[config.mk]
export PLATFORM = sky130hd
export DESIGN_NAME = rom_stream_reader
export DESIGN_NICKNAME = d
export VERILOG_FILES = /design/src/rtl/rom_stream_reader.sv
export SDC_FILE = /design/constraint.sdc
export NUM_CORES = 1
export LEC_CHECK = 0
export ABC_AREA = 1
export CELL_PAD_IN_SITES_DETAIL_PLACEMENT = 1
export CELL_PAD_IN_SITES_GLOBAL_PLACEMENT = 1
export CORE_MARGIN = 4
export CORE_UTILIZATION = 48
export CTS_CLUSTER_SIZE = 14
export DETAILED_ROUTE_END_ITERATION = 12
export DONT_BUFFER_PORTS = 1
export PLACE_DENSITY = 0.89
export SLEW_MARGIN = 25
export SYNTH_ARGS = -nofsm -noshare
export SYNTH_HDL_FRONTEND = slang
export SYNTH_SLANG_ARGS = --single-unit
[constraint.sdc]
create_clock -name clk -period 3.5 [get_ports clk]
set_input_delay 0.7 -clock clk [delete_from_list [all_inputs] [get_ports clk]]
set_output_delay 0.7 -clock clk [all_outputs]
set_load 0.005 [all_outputs]
[src/rtl/rom_stream_reader.sv]
// Avalon-MM read master: fetches a contiguous run of ROM words and streams them
// out through a small credit-protected FIFO with end-of-run marking.
module rom_stream_reader #(
  parameter int ADDR_W     = 10,
  parameter int DATA_W     = 32,
  parameter int FIFO_DEPTH = 4
) (
  input  logic              clk,
  input  logic              reset,
  input  logic              start,
  input  logic [ADDR_W-1:0] base_addr,
  input  logic [ADDR_W:0]   length,
  output logic              busy,
  output logic              done,
  output logic [ADDR_W-1:0] mem_address,
  output logic              mem_chipselect,
  output logic              mem_clken,
  input  logic [DATA_W-1:0] mem_readdata,
  output logic [DATA_W-1:0] out_data,
  output logic              out_valid,
  input  logic              out_ready,
  output logic              out_last
);
  localparam int PW = $clog2(FIFO_DEPTH);
  localparam int CW = PW + 1;

  typedef enum logic [1:0] {IDLE, READ, DRAIN} state_t;

  state_t            state_q;
  logic [ADDR_W-1:0] addr_cnt_q;
  logic [ADDR_W:0]   req_left_q, rsp_left_q;
  logic              inflight_q, busy_q, done_q;
  logic [PW-1:0]     wr_ptr_q, rd_ptr_q;
  logic [CW-1:0]     count_q;
  logic [DATA_W-1:0] fifo_data_q [FIFO_DEPTH];
  logic              fifo_last_q [FIFO_DEPTH];

  logic credit, issue, push, pop, head_last, not_empty;

  // A word in flight already owns a FIFO slot, so it counts against the credit.
  assign credit    = (count_q + CW'(inflight_q)) < CW'(FIFO_DEPTH);
  assign issue     = (state_q == READ) && (req_left_q != '0) && credit;
  assign push      = inflight_q;
  assign not_empty = (count_q != '0);
  assign pop       = not_empty && out_ready;
  assign head_last = fifo_last_q[rd_ptr_q];

  always_ff @(posedge clk) begin
    if (reset) begin
      state_q    <= IDLE;
      addr_cnt_q <= '0;
      req_left_q <= '0;
      rsp_left_q <= '0;
      inflight_q <= 1'b0;
      busy_q     <= 1'b0;
      done_q     <= 1'b0;
      wr_ptr_q   <= '0;
      rd_ptr_q   <= '0;
      count_q    <= '0;
    end else begin
      done_q     <= 1'b0;
      inflight_q <= issue;
      case (state_q)
        IDLE: if (start) begin
          if (length != '0) begin
            addr_cnt_q <= base_addr;
            req_left_q <= length;
            rsp_left_q <= length;
            busy_q     <= 1'b1;
            state_q    <= READ;
          end else begin
            done_q <= 1'b1;
          end
        end
        READ: begin
          if (issue) begin
            addr_cnt_q <= addr_cnt_q + ADDR_W'(1);
            req_left_q <= req_left_q - (ADDR_W+1)'(1);
          end
          if (push) begin
            rsp_left_q <= rsp_left_q - (ADDR_W+1)'(1);
            if (rsp_left_q == (ADDR_W+1)'(1)) state_q <= DRAIN;
          end
        end
        DRAIN: if (pop && head_last) begin
          busy_q  <= 1'b0;
          done_q  <= 1'b1;
          state_q <= IDLE;
        end
        default: state_q <= IDLE;
      endcase
      if (push) begin
        fifo_data_q[wr_ptr_q] <= mem_readdata;
        fifo_last_q[wr_ptr_q] <= (rsp_left_q == (ADDR_W+1)'(1));
        wr_ptr_q <= wr_ptr_q + PW'(1);
      end
      if (pop) rd_ptr_q <= rd_ptr_q + PW'(1);
      if (push && !pop)      count_q <= count_q + CW'(1);
      else if (!push && pop) count_q <= count_q - CW'(1);
    end
  end

  // Reset is synchronous, so outputs are masked to show reset values immediately.
  assign mem_clken      = ~reset;
  assign mem_chipselect = issue & ~reset;
  assign mem_address    = reset ? '0 : addr_cnt_q;
  assign busy           = busy_q & ~reset;
  assign done           = done_q & ~reset;
  assign out_valid      = not_empty & ~reset;
  assign out_data       = out_valid ? fifo_data_q[rd_ptr_q] : '0;
  assign out_last       = out_valid & head_last;

  a_no_overflow: assert property (@(posedge clk) disable iff (reset)
    !(push && !pop && count_q == CW'(FIFO_DEPTH)));
endmodule

==> summary.txt, run 1 <==
Placement
  – Port bufs: 0
  – Cell area after placement: between 8000 and 9000 µm²
  – Cells after DPL: between 1000 and 1500
  – Gpl congestion: around 0.80
  – DPL Wire Length: about 14 mm

Detailed routing
  – DR WL/cell: about 20 µm
  – Antenna viol nets, final: 0
  – Pre-antenna DRT Iters: 5
  – Routed wire length: between 20 and 25 mm
  – Post-DR vias/cell: between 5 and 6
  – DR vias: just over 6000
  – Number of remaining DRC errors: 0
  – Iter 0 DRT Violations: approximately 390

Setup path
  – Crit path max fanout: 49
  – Crit end category: output pin
  – Crit start category: flip-flop
  – Critical path class: reg -> out
  – Critical path data required time: approximately 2800 ps
  – Reg2Reg Setup Slack: 1410 ps
  – Crit path DAT: ~2100 ps

Synthesis
  – Mapped Nets: 940
  – Cells after synthesis: just under 900
  – Post-Synth Simple-Gate Area: 20.08%
  – Top_reg_cell synth: edfxtp_1
  – Dominant cells by area after synthesis: edfxtp_1, dfxtp_1, nor2_1, nand2_1, o21ai_0
  – Seq/Total Area, Yosys: just over 60%
  – Yosys top cell area share: between 40% and 50%
  – Post-synthesis compound-gate area fraction: 11.00%
  – Average size of a mapped cell: just over 9 µm²
  – Mux share of post-synthesis cell area: 0%
  – Synthesized-area fraction occupied by adder cells: around 1.7%
  – Top-count cell post-synth: nor2_1
  – Syn. warnings: 0
  – Synth Cell Area: ~8000 µm²
  – XOR/XNOR share of the synthesized area: 1.091%
  – Yosys cell types: 31
  – #FFs+latches synth: ~180
  – Ys async rst share: 0%
  – Top cells by count, synth: nor2_1, edfxtp_1, nand2_1
  – Number of synthesized flops with an enable pin: about 130
  – Cell taking the most area after synthesis: edfxtp_1
  – Largest family of logic cells by synthesized area: simple AND/OR/NAND/NOR gates

Clocking
  – CTS Sinks: 178
  – CTS H-tree lvls: 4
  – Post-CTS Setup Inserts: 0
  – CTS buffer count: 17
  – Clock-pin slew on the worst setup and hold paths: ~70 ps
  – Post-cts sizing count: 0
  – # hold bufs at CTS: 0
  – Clock Latency Late Sink: roughly 440 ps
  – Maximum clock insertion buffer count: 2
  – CTS tree: done
  – Root Driver: clkbuf_16

Floorplan
  – Num rows: 47
  – Initial Utilization: about half
  – Top Ports: 105
  – Die ar.: between 15000 and 20000 µm²
  – Die Wd: ~140 µm
  – Vert. Die Dim: about 140 µm
  – Core outline area: around 16000 µm²

Pwr
  – PwrDens: ~810 nW/µm²
  – P_leak: roughly 0.0034 µW
  – Total Power: about 7000 µW
  – VDD IR max: roughly 420 µV

Timing
  – Setup TNS: 0 ps
  – Worst Clk Skew: ~16 ps
  – Slew headroom: between 40% and 50%
  – Final hold viol count: 0
  – Peak Freq: between 300 and 400 MHz
  – Worst slew pin tran: between 700 and 800 ps
  – Fin. max-slew vios: 0
  – Final cycle utilization of the critical path: around four fifths
  – RSZ-0062 raised after global routing: false
  – Final setup vio count: 0
  – Crit path time final: about 2800 ps

Global route
  – Global-route wire length before repair: approximately 34 mm
  – Initial antenna violation count: 0
  – GRT overflow: 0
  – Vias in the first global route: between 6000 and 7000
  – GRT Util Overall: 23.35%
  – Largest net degree at the start of global routing: 67

Layout
  – Layout cells sized above 1: ~8.4%
  – Post-route cell area: between 8000 and 9000 µm²
  – Nets: 933
  – N_diodes: 0
  – Cell Count, Final, Fillers Out: between 1000 and 1500
  – Syn-to-layout area delta: 10.06%
  – Final core occ: between 50% and 60%

Status
  – Status: complete, no violations

Min path
  – Hold Path Class: in -> reg

Flow run
  – Max_cap viols: 0
-- power by group --
part,internal (µW),switching [µW]
Combinational,725,1780
Clock,1020,886
Sequential,2530,202
-- flip-flops by register name, indices dropped and copies added (netlist names), named ones only --
register / count
inflight_q: 1
state_q: 2
count_q: 3
wr_ptr_q: 2
rsp_left_q: 11
req_left_q: 11
done_q: 1
fifo_last_q: 4
addr_cnt_q: 10
rd_ptr_q: 2
fifo_data_q: 128
busy_q: 1
-- layout by cell type (no fill, tap or decap), types with 14 or more instances in the layout --
| master | n |
|---|---|
| buf_4 | 14 |
| nand2_1 | 132 |
| clkbuf_16 | 17 |
| nand3_1 | 38 |
| a21oi_1 | 75 |
| nor2_1 | 202 |
| inv_1 | 53 |
| o21ai_0 | 93 |
| edfxtp_1 | 132 |
| dfxtp_1 | 45 |
-- through the flow --
step / worst slack (ps) / hold WS [ps]
2_1_floorplan: 608.7 / 436.5
3_3_place_gp: 1051 / 452.9
3_5_place_dp: 994.2 / 473.4
4_1_cts: 698.3 / 310.9
5_1_grt: 561.6 / 312.9
6_report: 711.6 / 325.3
-- critical path, stage by stage (launching register included) --
cell and delay [ps]:
dfxtp_2 330, inv_2 550, buf_4 360, o21ai_0 150, a21oi_1 270
-- area by class of cell --
type | count | area, µm²
fillers | 1904 | 7626
repair buffers | 14 | 105.1
multi-input cells | 591 | 2746
clock buffers | 17 | 425.4
inverters | 64 | 242.7
flip-flops and latches | 178 | 4886
well taps | 220 | 275.3
clock inverters | 15 | 158.9
-- logic make-up after synthesis --
group                      count (synthesis)
AOI/OAI and AO/OA                        174
xor gates and xnor gates                  10
adders and majority gates                 10
buffers and inverters                    104
DFF                                      178
and+or+nand+nor                          397
-- path summary, 6_finish.rpt --
check,start,endpoint,cells after the start
worst max-delay path,flip-flop,out_data[10],4
worst min-delay path,reset,addr_cnt_q[4],1
worst max register to register,count_q[0],count_q[2],10
worst min register to register,req_left_q[0],req_left_q[0],2
-- layer usage --
| metal | part of all wire [%] | GRT usage, % | up-vias |
|---|---|---|---|
| li1 | - | - | 2893 |
| met1 | 42 | 29.42 | 3082 |
| met2 | 51 | 40.16 | 169 |
| met3 | 5.9 | 5.661 | 21 |
| met4 | 1.1 | 6.652 | 0 |
| met5 | 0 | 0 | - |
No activity file was read; power rests on OpenSTA's default activity.
==> inputs of run 2 (changes only) <==
==> constraint.sdc (replaced) <==
create_clock -name clk -period 2.77 [get_ports clk]
set_input_delay 0.554 -clock clk [delete_from_list [all_inputs] [get_ports clk]]
set_output_delay 0.554 -clock clk [all_outputs]
set_load 0.005 [all_outputs]
==> summary.txt, run 2 (same netlist as run 1, synthesis figures left out) <==
Global route
  – Global-route wire length before repair: roughly 34 mm
  – GRT Util Overall: 23.86%
  – Vias in the first global route: ~6400
  – Initial antenna violation count: 0
  – GRT overflow: 0
  – Largest net degree at the start of global routing: 67

Layout
  – Max reg flops: approximately 130
  – Largest regs: fifo_data_q x128, req_left_q x11, rsp_left_q x11
  – Biggest register: fifo_data_q
  – Most frequent cells in the layout: nor2_1, nand2_1, edfxtp_1
  – N_diodes: 0
  – Nets: 930
  – Layout cells sized above 1: about 7.6%
  – Syn-to-layout area delta: 10.36%
  – Most common cell after layout, fill and taps aside: nor2_1

Setup path
  – Crit path DAT: just under 2000 ps
  – Worst R2R Path Depth: 10
  – Peak per-stage delay on the critical path: ~460 ps
  – Crit start category: flip-flop
  – CP cell instances: inv_2 > buf_4 > o21ai_0 > a21oi_1
  – Crit path max fanout: 36
  – Crit end category: output pin
  – Reg-to-Reg End: count_q[2]
  – Reg-to-reg startpoint: count_q[0]
  – Cell depth of the worst setup path: 4
  – CP max stage cell: inv_2
  – Critical path data required time: 2220 ps
  – Crit path to: out_data[0]
  – WP buf/inv: 2
  – Critical path class: reg -> out
  – Top delay family on crit path: buffers and inverters
  – Reg2Reg Setup Slack: 750 ps

Flow run
  – Max_cap viols: 0

Timing
  – PnR worst setup slack: roughly 240 ps
  – Slew headroom: between 50% and 60%
  – Setup TNS: 0 ps
  – Final setup vio count: 0
  – Fin. max-slew vios: 0
  – Final cycle utilization of the critical path: roughly nine tenths
  – Worst Clk Skew: a little under 9 ps
  – Crit path time final: around 2500 ps
  – Worst slew pin tran: between 600 and 700 ps
  – Peak Freq: approximately 400 MHz
  – RSZ-0062 raised after global routing: false
  – Final hold viol count: 0

Pwr
  – Clk pwr share: 26.1%
  – PwrDens: about 1000 nW/µm²
  – Reg power frac: between 30% and 40%
  – Total Power: ~9000 µW
  – Psw: approximately 3600 µW
  – Cell internal pwr: 5470 µW
  – VDD IR max: about 510 µV
  – P_leak: between 0.003 and 0.004 µW
  – Sw frac: 39.37%
  – Combinational power share: between 30% and 40%

Clocking
  – Post-CTS Setup Inserts: 0
  – CTS buffer count: 17
  – CTS Sinks: roughly 180
  – Root Driver: clkbuf_16
  – Clock-pin slew on the worst setup and hold paths: about 60 ps
  – # hold bufs at CTS: 0
  – Maximum clock insertion buffer count: 2
  – CTS tree: done
  – CTS H-tree lvls: 4
  – Clock Latency Late Sink: ~440 ps
  – Post-cts sizing count: 0

Placement
  – Gpl congestion: 0.8190
  – Pre-CTS setup slack: 623.5 ps
  – Port bufs: 0
  – DPL Wire Length: roughly 15 mm

Floorplan
  – Top Ports: approximately 110
  – Core outline area: around 16000 µm²
  – Num rows: 47
  – Vert. Die Dim: 137.4 µm
  – Die Wd: about 140 µm
  – Die ar.: ~19000 µm²
  – Initial Utilization: 48.78%

Status
  – Status: complete, no violations

Detailed routing
  – Pre-antenna DRT Iters: 5
  – DR vias: around 6100
  – DR WL/cell: 19.96 µm
  – Iter 0 DRT Violations: 333
  – Number of remaining DRC errors: 0
  – Routed wire length: about 22 mm
  – Antenna viol nets, final: 0
  – Post-DR vias/cell: ~5.6

Min path
  – Hold Path Class: in -> reg
## run 2: changes by cell type in the layout (fill, tap and decap cells not counted), sizes merged
cell and change:
clkinv +1, inv -7, clkbuf +3, clkinvlp +2, bufinv +1, buf -3
## run 2: worst min path at each step
stage	from	to	slack (ps)	depth (start not counted)
6_report	reset	addr_cnt_q[4]	180	1
3_5_place_dp	req_left_q[0]	req_left_q[0]	470	2
4_1_cts	reset	addr_cnt_q[4]	160	1
5_1_grt	reset	addr_cnt_q[4]	170	1
2_1_floorplan	rd_ptr_q[1]	flip-flop	440	2
3_3_place_gp	rd_ptr_q[1]	rd_ptr_q[1]	460	2
## run 2: cell type report
type,count,area [µm²]
Clock inverter,12,131.4
Multi-Input combinational cell,591,2746
Timing Repair Buffer,11,145.1
Fill cell,1889,7602
Sequential cell,178,4886
Clock buffer,20,436.7
Tap cell,220,275.3
Inverter,64,242.7
## run 2: power groups by stage
stage          clock [µW]  combinational (µW)  sequential [µW]
2_1_floorplan           0                2460             3440
3_3_place_gp            0                2990             3490
3_5_place_dp            0                3150             3510
4_1_cts              2380                3230             3460
5_1_grt              2510                3650             3500
6_report             2360                3200             3460
## run 2: metal layers
layer,vias up,global-route usage (%),routed length [µm],part of all wire [%]
li1,2886,-,-,-
met1,2978,28.77,8956,41
met2,199,41.44,11080,51
met3,46,5.405,1235,5.6
met4,0,9.534,604,2.8
met5,-,0,0,0
## run 2: per-stage QoR
step	cells	util, %	area, µm²	hold WS (ps)
floorplan	873	-	8031	436.5
global placement	1064	50.38	8295	456.3
detailed placement	1064	50.38	8295	468.9
CTS	1096	53.83	8864	161.8
global route	1096	53.83	8864	169.5
finish	1096	53.83	8864	176.3
